**src/rtl/red_seq.sv**
```systemverilog
// red_seq: multi-cycle signed sub-word reduction for the RED path.
// Ports: clk, rst (sync, active-high), start, A, B in; busy, done, result out.
module red_seq #(
    parameter int WIDTH   = 16,
    parameter int NIB_W   = 4,
    parameter int NUM_NIB = 4
) (
    input  logic             clk,
    input  logic             rst,
    input  logic             start,
    input  logic [WIDTH-1:0] A,
    input  logic [WIDTH-1:0] B,
    output logic             busy,
    output logic             done,
    output logic [WIDTH-1:0] result
);

    localparam int NIBS  = 2 * NUM_NIB;
    localparam int SH_W  = 2 * WIDTH;
    localparam int CNT_W = $clog2(NIBS);
    // Worst case sum magnitude needs NIB_W + log2(NIBS) bits plus sign.
    localparam int ACC_W = NIB_W + CNT_W + 1;

    localparam logic [CNT_W-1:0] CNT_LAST = CNT_W'(NIBS - 1);

    typedef enum logic [1:0] {
        S_IDLE,
        S_ACCUM,
        S_DONE
    } state_e;

    state_e             state_q, state_d;
    logic [SH_W-1:0]    sh_q, sh_d;
    logic [ACC_W-1:0]   acc_q, acc_d;
    logic [CNT_W-1:0]   cnt_q, cnt_d;
    logic               busy_q, busy_d;
    logic               done_q, done_d;
    logic [WIDTH-1:0]   result_q, result_d;

    logic [NIB_W-1:0]   nib;
    logic [ACC_W-1:0]   nib_ext;
    logic [ACC_W-1:0]   sum;

    assign nib     = sh_q[NIB_W-1:0];
    assign nib_ext = {{(ACC_W-NIB_W){nib[NIB_W-1]}}, nib};
    assign sum     = acc_q + nib_ext;

    always_comb begin
        state_d  = state_q;
        sh_d     = sh_q;
        acc_d    = acc_q;
        cnt_d    = cnt_q;
        busy_d   = busy_q;
        done_d   = 1'b0;
        result_d = result_q;

        unique case (state_q)
            S_IDLE, S_DONE: begin
                if (start) begin
                    // A occupies the low half so its nibbles fold first.
                    sh_d    = {B, A};
                    acc_d   = '0;
                    cnt_d   = '0;
                    busy_d  = 1'b1;
                    state_d = S_ACCUM;
                end else begin
                    busy_d  = 1'b0;
                    state_d = S_IDLE;
                end
            end
            S_ACCUM: begin
                acc_d = sum;
                sh_d  = sh_q >> NIB_W;
                cnt_d = cnt_q + CNT_W'(1);
                if (cnt_q == CNT_LAST) begin
                    busy_d   = 1'b0;
                    done_d   = 1'b1;
                    result_d = {{(WIDTH-ACC_W){sum[ACC_W-1]}}, sum};
                    state_d  = S_DONE;
                end
            end
            default: begin
                busy_d  = 1'b0;
                state_d = S_IDLE;
            end
        endcase
    end

    always_ff @(posedge clk) begin
        if (rst) begin
            state_q  <= S_IDLE;
            sh_q     <= '0;
            acc_q    <= '0;
            cnt_q    <= '0;
            busy_q   <= 1'b0;
            done_q   <= 1'b0;
            result_q <= '0;
        end else begin
            state_q  <= state_d;
            sh_q     <= sh_d;
            acc_q    <= acc_d;
            cnt_q    <= cnt_d;
            busy_q   <= busy_d;
            done_q   <= done_d;
            result_q <= result_d;
        end
    end

    assign busy   = busy_q;
    assign done   = done_q;
    assign result = result_q;

endmodule

```
**config.mk**
```make
export PLATFORM = sky130hd
export DESIGN_NAME = red_seq
export DESIGN_NICKNAME = d
export VERILOG_FILES = /design/src/rtl/red_seq.sv
export SDC_FILE = /design/constraint.sdc
export NUM_CORES = 1
export LEC_CHECK = 0
export CELL_PAD_IN_SITES_DETAIL_PLACEMENT = 0
export CELL_PAD_IN_SITES_GLOBAL_PLACEMENT = 2
export CORE_MARGIN = 2
export CORE_UTILIZATION = 33
export CTS_BUF_LIST = sky130_fd_sc_hd__clkbuf_4 sky130_fd_sc_hd__clkbuf_8
export DETAILED_ROUTE_END_ITERATION = 7
export HOLD_SLACK_MARGIN = 0.08
export PLACE_DENSITY = 0.85
export SYNTH_ARGS = -nofsm -noshare
export SYNTH_HDL_FRONTEND = slang
export SYNTH_SLANG_ARGS = --single-unit
```
**constraint.sdc**
```tcl
create_clock -name clk -period 4.1 [get_ports clk]
set_clock_uncertainty 0.15 [all_clocks]
set_input_delay 0.82 -clock clk [delete_from_list [all_inputs] [get_ports clk]]
set_output_delay 0.82 -clock clk [all_outputs]
set_load 0.01 [all_outputs]
```
==> results by group, run 1 <==
Floorplanning
  – IO Count: 53
  – Initial core utilization: ~34%
  – Cell Rows: 31
  – Die W: roughly 90 um
  – Core Region: 7176 um^2
  – Die Height: between 80 and 90 um
  – Die area: approximately 8100 um^2

Worst setup path
  – Crit-path slowest cell: nor2_1
  – Worst r2r path cells: 8
  – CP endpoint kind: flip-flop
  – Critical path, cell by cell: clkdlybuf4s50_1 -> nor2b_1 -> nor2_1 -> a22oi_1 -> nor2_1
  – R2r endpoint: result[6]$_SDFFE_PP0P_
  – Worst reg2reg path startpoint: sh_q[0]$_SDFFE_PP0P_
  – Crit Path Max Fanout: 15
  – R2R setup slack: 1850 ps
  – Worst path most repeated cell: nor2_1
  – Critical Path AT: about 2600 ps
  – Startpoint Class: primary input
  – CP peak stage delay: around 800 ps
  – Critical Path RT: 4190 ps
  – Crit path kind: primary input to flip-flop

Drt
  – DR vias/cell: around 5.0
  – DR pass1 iterations: 4
  – Residual DRC count: 0
  – Wirelength, routed: about 5500 um
  – Mean routed wirelength per cell: around 13 um
  – ANT nets after route: 0
  – Vias: 2,102
  – DR iter-0 viols: 130

Final layout
  – Syn-to-layout area delta: 25.54%
  – Layout cells sized above 1: under 10%
  – Diodes inserted: 0
  – Final net count: approximately 360

Timing
  – Final period util: between 60% and 70%
  – Final Hold Fails: 0
  – Pins Over Slew Limit: 0
  – Worst-Margin Slew: 1035 ps
  – Final Critical Period: about 2500 ps
  – RSZ-0062 raised after global routing: false
  – Setup TNS: 0 ps
  – Rel. slew slack: between 30% and 40%
  – Slack of the critical path: between 1500 and 2000 ps
  – Final setup fails: 0
  – Achievable Freq: 402.2 MHz

CTS
  – H-tree depth: 2
  – Root Driver: clkbuf_8
  – Num CTS Buffers: 5
  – CTS tree: built
  – CTS sink cnt: between 50 and 60
  – Clock transition at the registers of the reported paths: roughly 90 ps
  – Cts repair resizes: 0
  – Setup repair bufs after CTS: 0
  – Worst-Skew Late Latency: around 300 ps
  – Clock tree buffer depth: 2
  – Hold-fix buffers, CTS: 0

Placement
  – Final HPWL DP: 3724 um
  – Placement Setup Slack: approximately 1300 ps
  – Routability cong.: approximately 0.74
  – Number of port buffers: 52

GRT
  – GR Overflow Total: 0
  – Gr usage total: ~14%
  – First-pass GRT wire length: approximately 9300 um
  – Initial antenna violation count: 0
  – Number of global-route vias before repair: roughly 1,900
  – Pin count of the biggest net entering global routing: between 40 and 50

Synth
  – Cells after Synth: 284
  – Most common cell in the netlist: dfxtp_1
  – Ys async rst share: 0%
  – Avg Inst Size Synth: 8.556 um^2
  – Area contributors post-synth: dfxtp_1 (45%), nor2_1 (8.0%), o22ai_1 (7.2%)
  – Syn_nets: 329
  – Synth area leader: dfxtp_1
  – Synth cell types: 37
  – Share of the synthesized area in the top cell type: between 40% and 50%
  – Commonest cells in the netlist: dfxtp_1 (55), nor2_1 (52), o22ai_1 (28)
  – EDFF count, synth: 0
  – Post-Syn Area: around 2400 um^2
  – Ys flop type: dfxtp_1
  – Yosys warns: 0
  – Number of synthesized register bits: 55
  – Post-synthesis sequential area ratio: a little under half

Power
  – P_sw: approximately 0.30 mW
  – Clk pwr share: between 20% and 30%
  – Internal: between 0.8 and 0.9 mW
  – Switching share of power: a little over a quarter
  – P_leak: about 1.1 nW
  – Power per standard cell area: about 360 nW/um^2
  – Sequential share of power: between 50% and 60%
  – Combinational power share: between 10% and 20%
  – Maximum vdd drop: approximately 0.00016 V

Job
  – Max Cap Viol: 0

Worst hold path
  – Worst-case hold path end point: result[0]$_SDFFE_PP0P_
  – Worst hold start: result[0]$_SDFFE_PP0P_
  – Hold WC Path Type: flip-flop to flip-flop
  – Hold depth: 2

Outcome
  – Status: complete, no violations
cells in the final DEF (no fill, tap or decap), types with 2 or more instances in the layout:
cell	count
buf_4	4
a211oi_1	5
o21ai_0	4
nand4b_1	4
clkbuf_4	2
o21a_1	2
nor2b_1	2
inv_1	6
nand2_1	12
dfxtp_1	55
nor2_1	52
o22ai_1	28
nand2b_1	2
nand3_1	4
nand3b_1	3
clkdlybuf4s50_1	51
clkbuf_8	5
a21oi_1	11
ha_1	9
nor3_1	27
xnor2_1	2
o31ai_2	2
a22oi_1	10
or4_1	3
power by group through the flow:
stage	Sequential, mW	Combinational (mW)	Clock [mW]
after floorplan	0.601	0.139	0
after global placement	0.608	0.202	0
after detailed placement	0.608	0.204	0
after CTS	0.596	0.205	0.318
after global routing	0.601	0.227	0.335
final	0.595	0.202	0.303
layout make-up:
class	instances	area, um^2
Sequential cell	55	1101
Clock inverter	1	5.005
Fill cell	736	4125
Tap cell	99	123.9
Timing Repair Buffer	56	545.5
Clock buffer	7	83.83
Multi-Input combinational cell	195	1169
Inverter	6	22.52
metrics by stage:
stage,utilization [%],area [um^2],instances,hold slack (ps),power [mW]
final,42.51,3050,419,308.2,1.101
after global routing,42.51,3050,419,334.9,1.163
after CTS,42.51,3050,419,312.2,1.119
after detailed placement,41.27,2962,411,298.5,0.8116
after global placement,41.27,2962,411,294.1,0.8095
after floorplan,-,2430,284,316.3,0.7400
flip-flops by register name, indices dropped and copies added (netlist names):
signal,cells
cnt_q,3
busy,1
state_q,2
result,8
done,1
sh_q,32
acc_q,8
layer usage:
| metal | up-vias | GRT usage [%] | wire length (um) |
|---|---|---|---|
| met5 | - | 0 | 0 |
| met4 | 0 | 4.231 | 64 |
| met3 | 5 | 2.850 | 213 |
| li1 | 1090 | - | - |
| met2 | 43 | 22.22 | 2527 |
| met1 | 964 | 19.02 | 2729 |
critical path: cells and delay by family:
| kind | cells | cell delay (ps) |
|---|---|---|
| buffers and inverters | 1 | 410 |
| AOI/OAI and AO/OA | 1 | 210 |
| and+or+nand+nor | 3 | 1140 |
cells by family after synthesis:
family	Yosys count	synth area share, %
AND/OR/NAND/NOR	114	22.30
AO/OA/AOI/OAI	68	18.69
flip-flops	55	45.31
buffers and inverters	34	6.591
adder cells (fa/ha/maj)	10	5.458
XOR/XNOR	3	1.648
worst max-delay path by stage:
stage	start	to	slack (ps)	cells after the start
after floorplan	sh_q[0]$_SDFFE_PP0P_	result[6]$_SDFFE_PP0P_	2030	8
after global placement	start	acc_q[4]$_SDFFE_PP0P_	1350	5
after detailed placement	start	acc_q[4]$_SDFFE_PP0P_	1260	5
after CTS	start	acc_q[2]$_SDFFE_PP0P_	1600	5
after global routing	start	acc_q[2]$_SDFFE_PP0P_	1390	5
final	start	acc_q[4]$_SDFFE_PP0P_	1610	5
No activity file was read; power rests on OpenSTA's default activity.
==> run 2, diff against run 1 <==
--- a/config.mk
+++ b/config.mk
@@ -8,11 +8,11 @@
 export CELL_PAD_IN_SITES_DETAIL_PLACEMENT = 0
 export CELL_PAD_IN_SITES_GLOBAL_PLACEMENT = 2
 export CORE_MARGIN = 2
-export CORE_UTILIZATION = 33
+export CORE_UTILIZATION = 31
 export CTS_BUF_LIST = sky130_fd_sc_hd__clkbuf_4 sky130_fd_sc_hd__clkbuf_8
 export DETAILED_ROUTE_END_ITERATION = 7
 export HOLD_SLACK_MARGIN = 0.08
-export PLACE_DENSITY = 0.85
+export PLACE_DENSITY = 0.8
 export SYNTH_ARGS = -nofsm -noshare
 export SYNTH_HDL_FRONTEND = slang
 export SYNTH_SLANG_ARGS = --single-unit
==> constraint.sdc (replaced) <==
create_clock -name clk -period 2.5 [get_ports clk]
set_clock_uncertainty 0.15 [all_clocks]
set_input_delay 0.5 -clock clk [delete_from_list [all_inputs] [get_ports clk]]
set_output_delay 0.5 -clock clk [all_outputs]
set_load 0.01 [all_outputs]
==> results by group, run 2 (same netlist as run 1, synthesis figures left out) <==
Worst setup path
  – CP endpoint kind: flip-flop
  – Crit-path slowest cell: or4_1
  – Startpoint Class: flip-flop
  – Crit path kind: flip-flop to flip-flop
  – Critical path, cell by cell: ha_1 -> inv_1 -> fa_1 -> nor2b_4 -> o31a_1 -> or4_1 -> o311a_2 -> o31ai_2
  – R2r endpoint: result[6]$_SDFFE_PP0P_
  – Critical Path RT: ~2600 ps
  – Crit Path Max Fanout: 3
  – Critical Path AT: ~2300 ps
  – CP bufs+invs: 1
  – Worst r2r path cells: 8
  – Worst reg2reg path startpoint: sh_q[0]$_SDFFE_PP0P_
  – CP delay by family, top: compound AO/OA/AOI/OAI gates
  – R2R setup slack: about 320 ps
  – CP peak stage delay: roughly 400 ps

CTS
  – Clock tree buffer depth: 2
  – Num CTS Buffers: 5
  – H-tree depth: 2
  – Setup repair bufs after CTS: 0
  – Cts repair resizes: 0
  – CTS sink cnt: 55
  – Worst-Skew Late Latency: 310 ps
  – Root Driver: clkbuf_8
  – Hold-fix buffers, CTS: 0
  – Clock transition at the registers of the reported paths: 100 ps
  – CTS tree: built

Timing
  – RSZ-0062 raised after global routing: false
  – Final setup fails: 0
  – Final Critical Period: about 2200 ps
  – Setup TNS: 0 ps
  – Final period util: about 87%
  – Worst-Margin Slew: 389.9 ps
  – Pins Over Slew Limit: 0
  – Rel. slew slack: approximately 74%
  – Slack of the critical path: approximately 320 ps
  – Achievable Freq: 458.1 MHz
  – Final Hold Fails: 0
  – Final hold slack: around 310 ps

Power
  – Clk pwr share: between 30% and 40%
  – Switching share of power: 24.89%
  – P_sw: between 0.5 and 0.6 mW
  – Power per standard cell area: roughly 640 nW/um^2
  – Maximum vdd drop: around 0.00034 V
  – Power, Total: roughly 2 mW
  – Combinational power share: 17.0%
  – P_leak: 1.191 nW
  – Sequential share of power: between 40% and 50%
  – Internal: 1.516 mW

Final layout
  – Most frequent cells in the layout: dfxtp_1 (55), nor2_1 (52), clkdlybuf4s50_1 (51)
  – Max FFs per register: 32
  – Commonest non-fill, non-tap cell in the layout: dfxtp_1
  – Design area: between 3000 and 4000 um^2
  – Diodes inserted: 0
  – Final core utilization: roughly two fifths
  – Final net count: ~370
  – Layout cells sized above 1: under 10%
  – Non-Filler Instances: roughly 430
  – Syn-to-layout area delta: 29.81%
  – Largest Register: sh_q

GRT
  – GR Overflow Total: 0
  – Number of global-route vias before repair: about 2,000
  – First-pass GRT wire length: between 9000 and 10,000 um
  – Gr usage total: between 10% and 20%
  – Initial antenna violation count: 0
  – Pin count of the biggest net entering global routing: 31

Drt
  – DR pass1 iterations: 4
  – Wirelength, routed: 5714 um
  – DR iter-0 viols: 91
  – Vias: around 2,100
  – Mean routed wirelength per cell: between 10 and 15 um
  – DR vias/cell: about 4.8
  – Residual DRC count: 0
  – ANT nets after route: 0

Placement
  – Placement Setup Slack: about 330 ps
  – Placed Cells: roughly 420
  – Routability cong.: between 0.8 and 0.9
  – Number of port buffers: 52
  – DP Area: just over 3000 um^2
  – Final HPWL DP: 4037 um

Floorplanning
  – Die Height: around 90 um
  – Initial core utilization: between 30% and 40%
  – IO Count: 53
  – Die area: between 8000 and 9000 um^2
  – Cell Rows: 32
  – Die W: approximately 93 um
  – Core Region: between 7000 and 8000 um^2

Worst hold path
  – Hold WC Path Type: flip-flop to flip-flop
  – Worst-case hold path end point: result[4]$_SDFFE_PP0P_
  – Worst hold start: result[4]$_SDFFE_PP0P_
  – Hold depth: 2

Outcome
  – Status: complete, no violations

Job
  – Max Cap Viol: 0
[run 2: area by class of cell]
| type | count | area (um^2) |
|---|---|---|
| tap | 102 | 127.6 |
| timing repair buffer | 63 | 598.1 |
| clock buffer | 6 | 76.32 |
| inverter | 6 | 22.52 |
| clock inverter | 2 | 60.06 |
| sequential | 55 | 1101 |
| multi-input combinational | 195 | 1169 |
| fill | 783 | 4493 |
[run 2: tightest hold or removal path, cell delays in order (launching register included)]
cell	delay [ps]
dfxtp_1	320
nand2_1	50
a21oi_1	50
[run 2: worst max-delay path by stage]
stage	startpoint	cells after the start	slack [ps]	endpoint
floorplan	sh_q[0]$_SDFFE_PP0P_	8	430	result[6]$_SDFFE_PP0P_
global placement	sh_q[0]$_SDFFE_PP0P_	8	370	result[6]$_SDFFE_PP0P_
detailed placement	sh_q[0]$_SDFFE_PP0P_	8	330	result[6]$_SDFFE_PP0P_
CTS	sh_q[0]$_SDFFE_PP0P_	8	300	result[6]$_SDFFE_PP0P_
global route	sh_q[0]$_SDFFE_PP0P_	8	140	result[6]$_SDFFE_PP0P_
finish	sh_q[0]$_SDFFE_PP0P_	8	320	result[6]$_SDFFE_PP0P_
[run 2: power groups by stage]
stage | registers, mW | clock network, mW | logic (mW)
after detailed placement | 0.995 | 0 | 0.348
after global routing | 0.984 | 0.761 | 0.383
after CTS | 0.975 | 0.719 | 0.350
final | 0.975 | 0.700 | 0.344
after global placement | 0.994 | 0 | 0.348
after floorplan | 0.986 | 0 | 0.228
[run 2: layer usage]
layer  global-route usage, %  up-vias  wire length [um]
met1                   18.52      936              2820
li1                        -     1097                 -
met5                       0        -                 0
met4                   4.478        0                69
met2                   22.51       31              2620
met3                   2.848        7               203
==> run 3, diff against run 2 <==
--- a/config.mk
+++ b/config.mk
@@ -13,6 +13,8 @@
 export DETAILED_ROUTE_END_ITERATION = 7
 export HOLD_SLACK_MARGIN = 0.08
 export PLACE_DENSITY = 0.8
+export REMOVE_ABC_BUFFERS = 1
+export SKIP_LAST_GASP = 1
 export SYNTH_ARGS = -nofsm -noshare
 export SYNTH_HDL_FRONTEND = slang
 export SYNTH_SLANG_ARGS = --single-unit
==> results by group, run 3 (same netlist as run 1, synthesis figures left out) <==
Outcome
  – Status: complete, no violations

Final layout
  – Final net count: about 370
  – Max FFs per register: 32
  – Largest Register: sh_q
  – Commonest non-fill, non-tap cell in the layout: dfxtp_1
  – Final core utilization: about two fifths
  – Most frequent cells in the layout: dfxtp_1 (55), nor2_1 (52), clkdlybuf4s50_1 (51)
  – Syn-to-layout area delta: 29.20%
  – Diodes inserted: 0
  – Layout cells sized above 1: under 10%

Worst setup path
  – CP peak stage delay: a little over 400 ps
  – CP endpoint kind: flip-flop
  – Critical Path AT: about 2300 ps
  – Critical path, cell by cell: ha_1 -> inv_1 -> fa_1 -> nor2b_4 -> o31a_1 -> or4_1 -> o311a_2 -> o31ai_2
  – CP Capture Point: result[6]$_SDFFE_PP0P_
  – R2R setup slack: slightly below 300 ps
  – Crit Path Max Fanout: 3
  – Crit-path slowest cell: or4_1
  – R2r endpoint: result[6]$_SDFFE_PP0P_
  – Worst r2r path cells: 8
  – CP bufs+invs: 1
  – Worst reg2reg path startpoint: sh_q[0]$_SDFFE_PP0P_
  – Critical Path Stages: 8
  – CP Launch Point: sh_q[0]$_SDFFE_PP0P_
  – Crit path kind: flip-flop to flip-flop
  – Critical Path RT: around 2600 ps
  – CP delay by family, top: compound AO/OA/AOI/OAI gates
  – Startpoint Class: flip-flop

Power
  – P_leak: between 1 and 1.5 nW
  – Clk pwr share: about a third
  – Sequential share of power: 48.2%
  – Combinational power share: approximately 17%
  – Maximum vdd drop: 0.0002829 V
  – Internal: around 1.5 mW
  – Power per standard cell area: roughly 640 nW/um^2
  – P_sw: slightly above 0.5 mW
  – Switching share of power: between 20 and 30%

Drt
  – DR iter-0 viols: between 100 and 150
  – Wirelength, routed: ~5800 um
  – Vias: 2,157
  – ANT nets after route: 0
  – Residual DRC count: 0
  – DR pass1 iterations: 4
  – Mean routed wirelength per cell: between 10 and 15 um
  – DR vias/cell: between 5 and 6

Placement
  – Number of port buffers: 52
  – Final HPWL DP: 3995 um
  – Routability cong.: between 0.7 and 0.8
  – Placement Setup Slack: about 33 ps

Floorplanning
  – Core Region: 7647 um^2
  – Cell Rows: 32
  – IO Count: 53
  – Die W: just over 90 um
  – Die Height: ~93 um
  – Die area: ~8600 um^2
  – Initial core utilization: between 30% and 40%

GRT
  – First-pass GRT wire length: 9604 um
  – Number of global-route vias before repair: slightly above 2,000
  – Gr usage total: 13.82%
  – GR Overflow Total: 0
  – Pin count of the biggest net entering global routing: 43
  – Initial antenna violation count: 0

Timing
  – Rel. slew slack: between 20 and 30%
  – Achievable Freq: ~450 MHz
  – Setup TNS: 0 ps
  – Final Hold Fails: 0
  – Slack of the critical path: 288.8 ps
  – Final period util: around nine tenths
  – RSZ-0062 raised after global routing: false
  – Worst-Margin Slew: approximately 1100 ps
  – Final Critical Period: between 2000 and 2500 ps
  – Pins Over Slew Limit: 0
  – Final setup fails: 0

CTS
  – CTS tree: built
  – Num CTS Buffers: 5
  – Worst-Skew Late Latency: between 300 and 400 ps
  – Clock transition at the registers of the reported paths: 100 ps
  – CTS sink cnt: 55
  – Hold-fix buffers, CTS: 0
  – Root Driver: clkbuf_8
  – Cts repair resizes: 0
  – Setup repair bufs after CTS: 0
  – H-tree depth: 2
  – Clock tree buffer depth: 2

Worst hold path
  – Hold WC Path Type: flip-flop to flip-flop
  – Worst hold start: result[2]$_SDFFE_PP0P_

Job
  – Max Cap Viol: 0
## run 3: tightest hold or removal path: cells and delay by family (launching register included)
family,cells,cell delay (ps)
AND/OR/NAND/NOR,1,50
flip-flops,1,320
AO/OA/AOI/OAI,1,50
## run 3: worst min-delay path by stage
stage	to	cells after the start
final	result[2]$_SDFFE_PP0P_	2
after detailed placement	result[0]$_SDFFE_PP0P_	2
after global placement	result[2]$_SDFFE_PP0P_	2
after floorplan	sh_q[28]$_SDFFE_PP0P_	2
after CTS	result[0]$_SDFFE_PP0P_	2
after global routing	result[3]$_SDFFE_PP0P_	2
## run 3: per-stage QoR
stage          instance area, um^2  power, mW  cells  hold WS (ps)
2_1_floorplan                 2292      1.193    256         316.3
3_3_place_gp                  3003      1.333    419         297.7
3_5_place_dp                  3003      1.337    419         298.0
4_1_cts                       3139      2.046    427         311.5
5_1_grt                       3139      2.116    427         336.6
6_report                      3139      2.022    427         310.7
## run 3: power groups by stage
stage | clock network [mW] | registers (mW) | logic [mW]
2_1_floorplan | 0 | 0.986 | 0.207
3_3_place_gp | 0 | 0.994 | 0.339
4_1_cts | 0.727 | 0.975 | 0.344
3_5_place_dp | 0 | 0.995 | 0.342
5_1_grt | 0.753 | 0.984 | 0.380
6_report | 0.708 | 0.975 | 0.339
## run 3: final cells by class
| class | instances | area, um^2 |
|---|---|---|
| clock buffer | 6 | 76.32 |
| clock inverter | 2 | 60.06 |
| fill | 771 | 4508 |
| inverter | 6 | 22.52 |
| multi-input combinational | 195 | 1169 |
| sequential | 55 | 1101 |
| tap | 102 | 127.6 |
| timing repair buffer | 61 | 583.1 |
## run 3: per-layer routing
metal | GRT usage [%] | share of wire, % | up-vias
li1 | - | - | 1097
met1 | 19.29 | 51 | 1004
met2 | 21.35 | 43 | 51
met3 | 3.255 | 5.3 | 5
met4 | 3.731 | 1.1 | 0
met5 | 0 | 0 | -
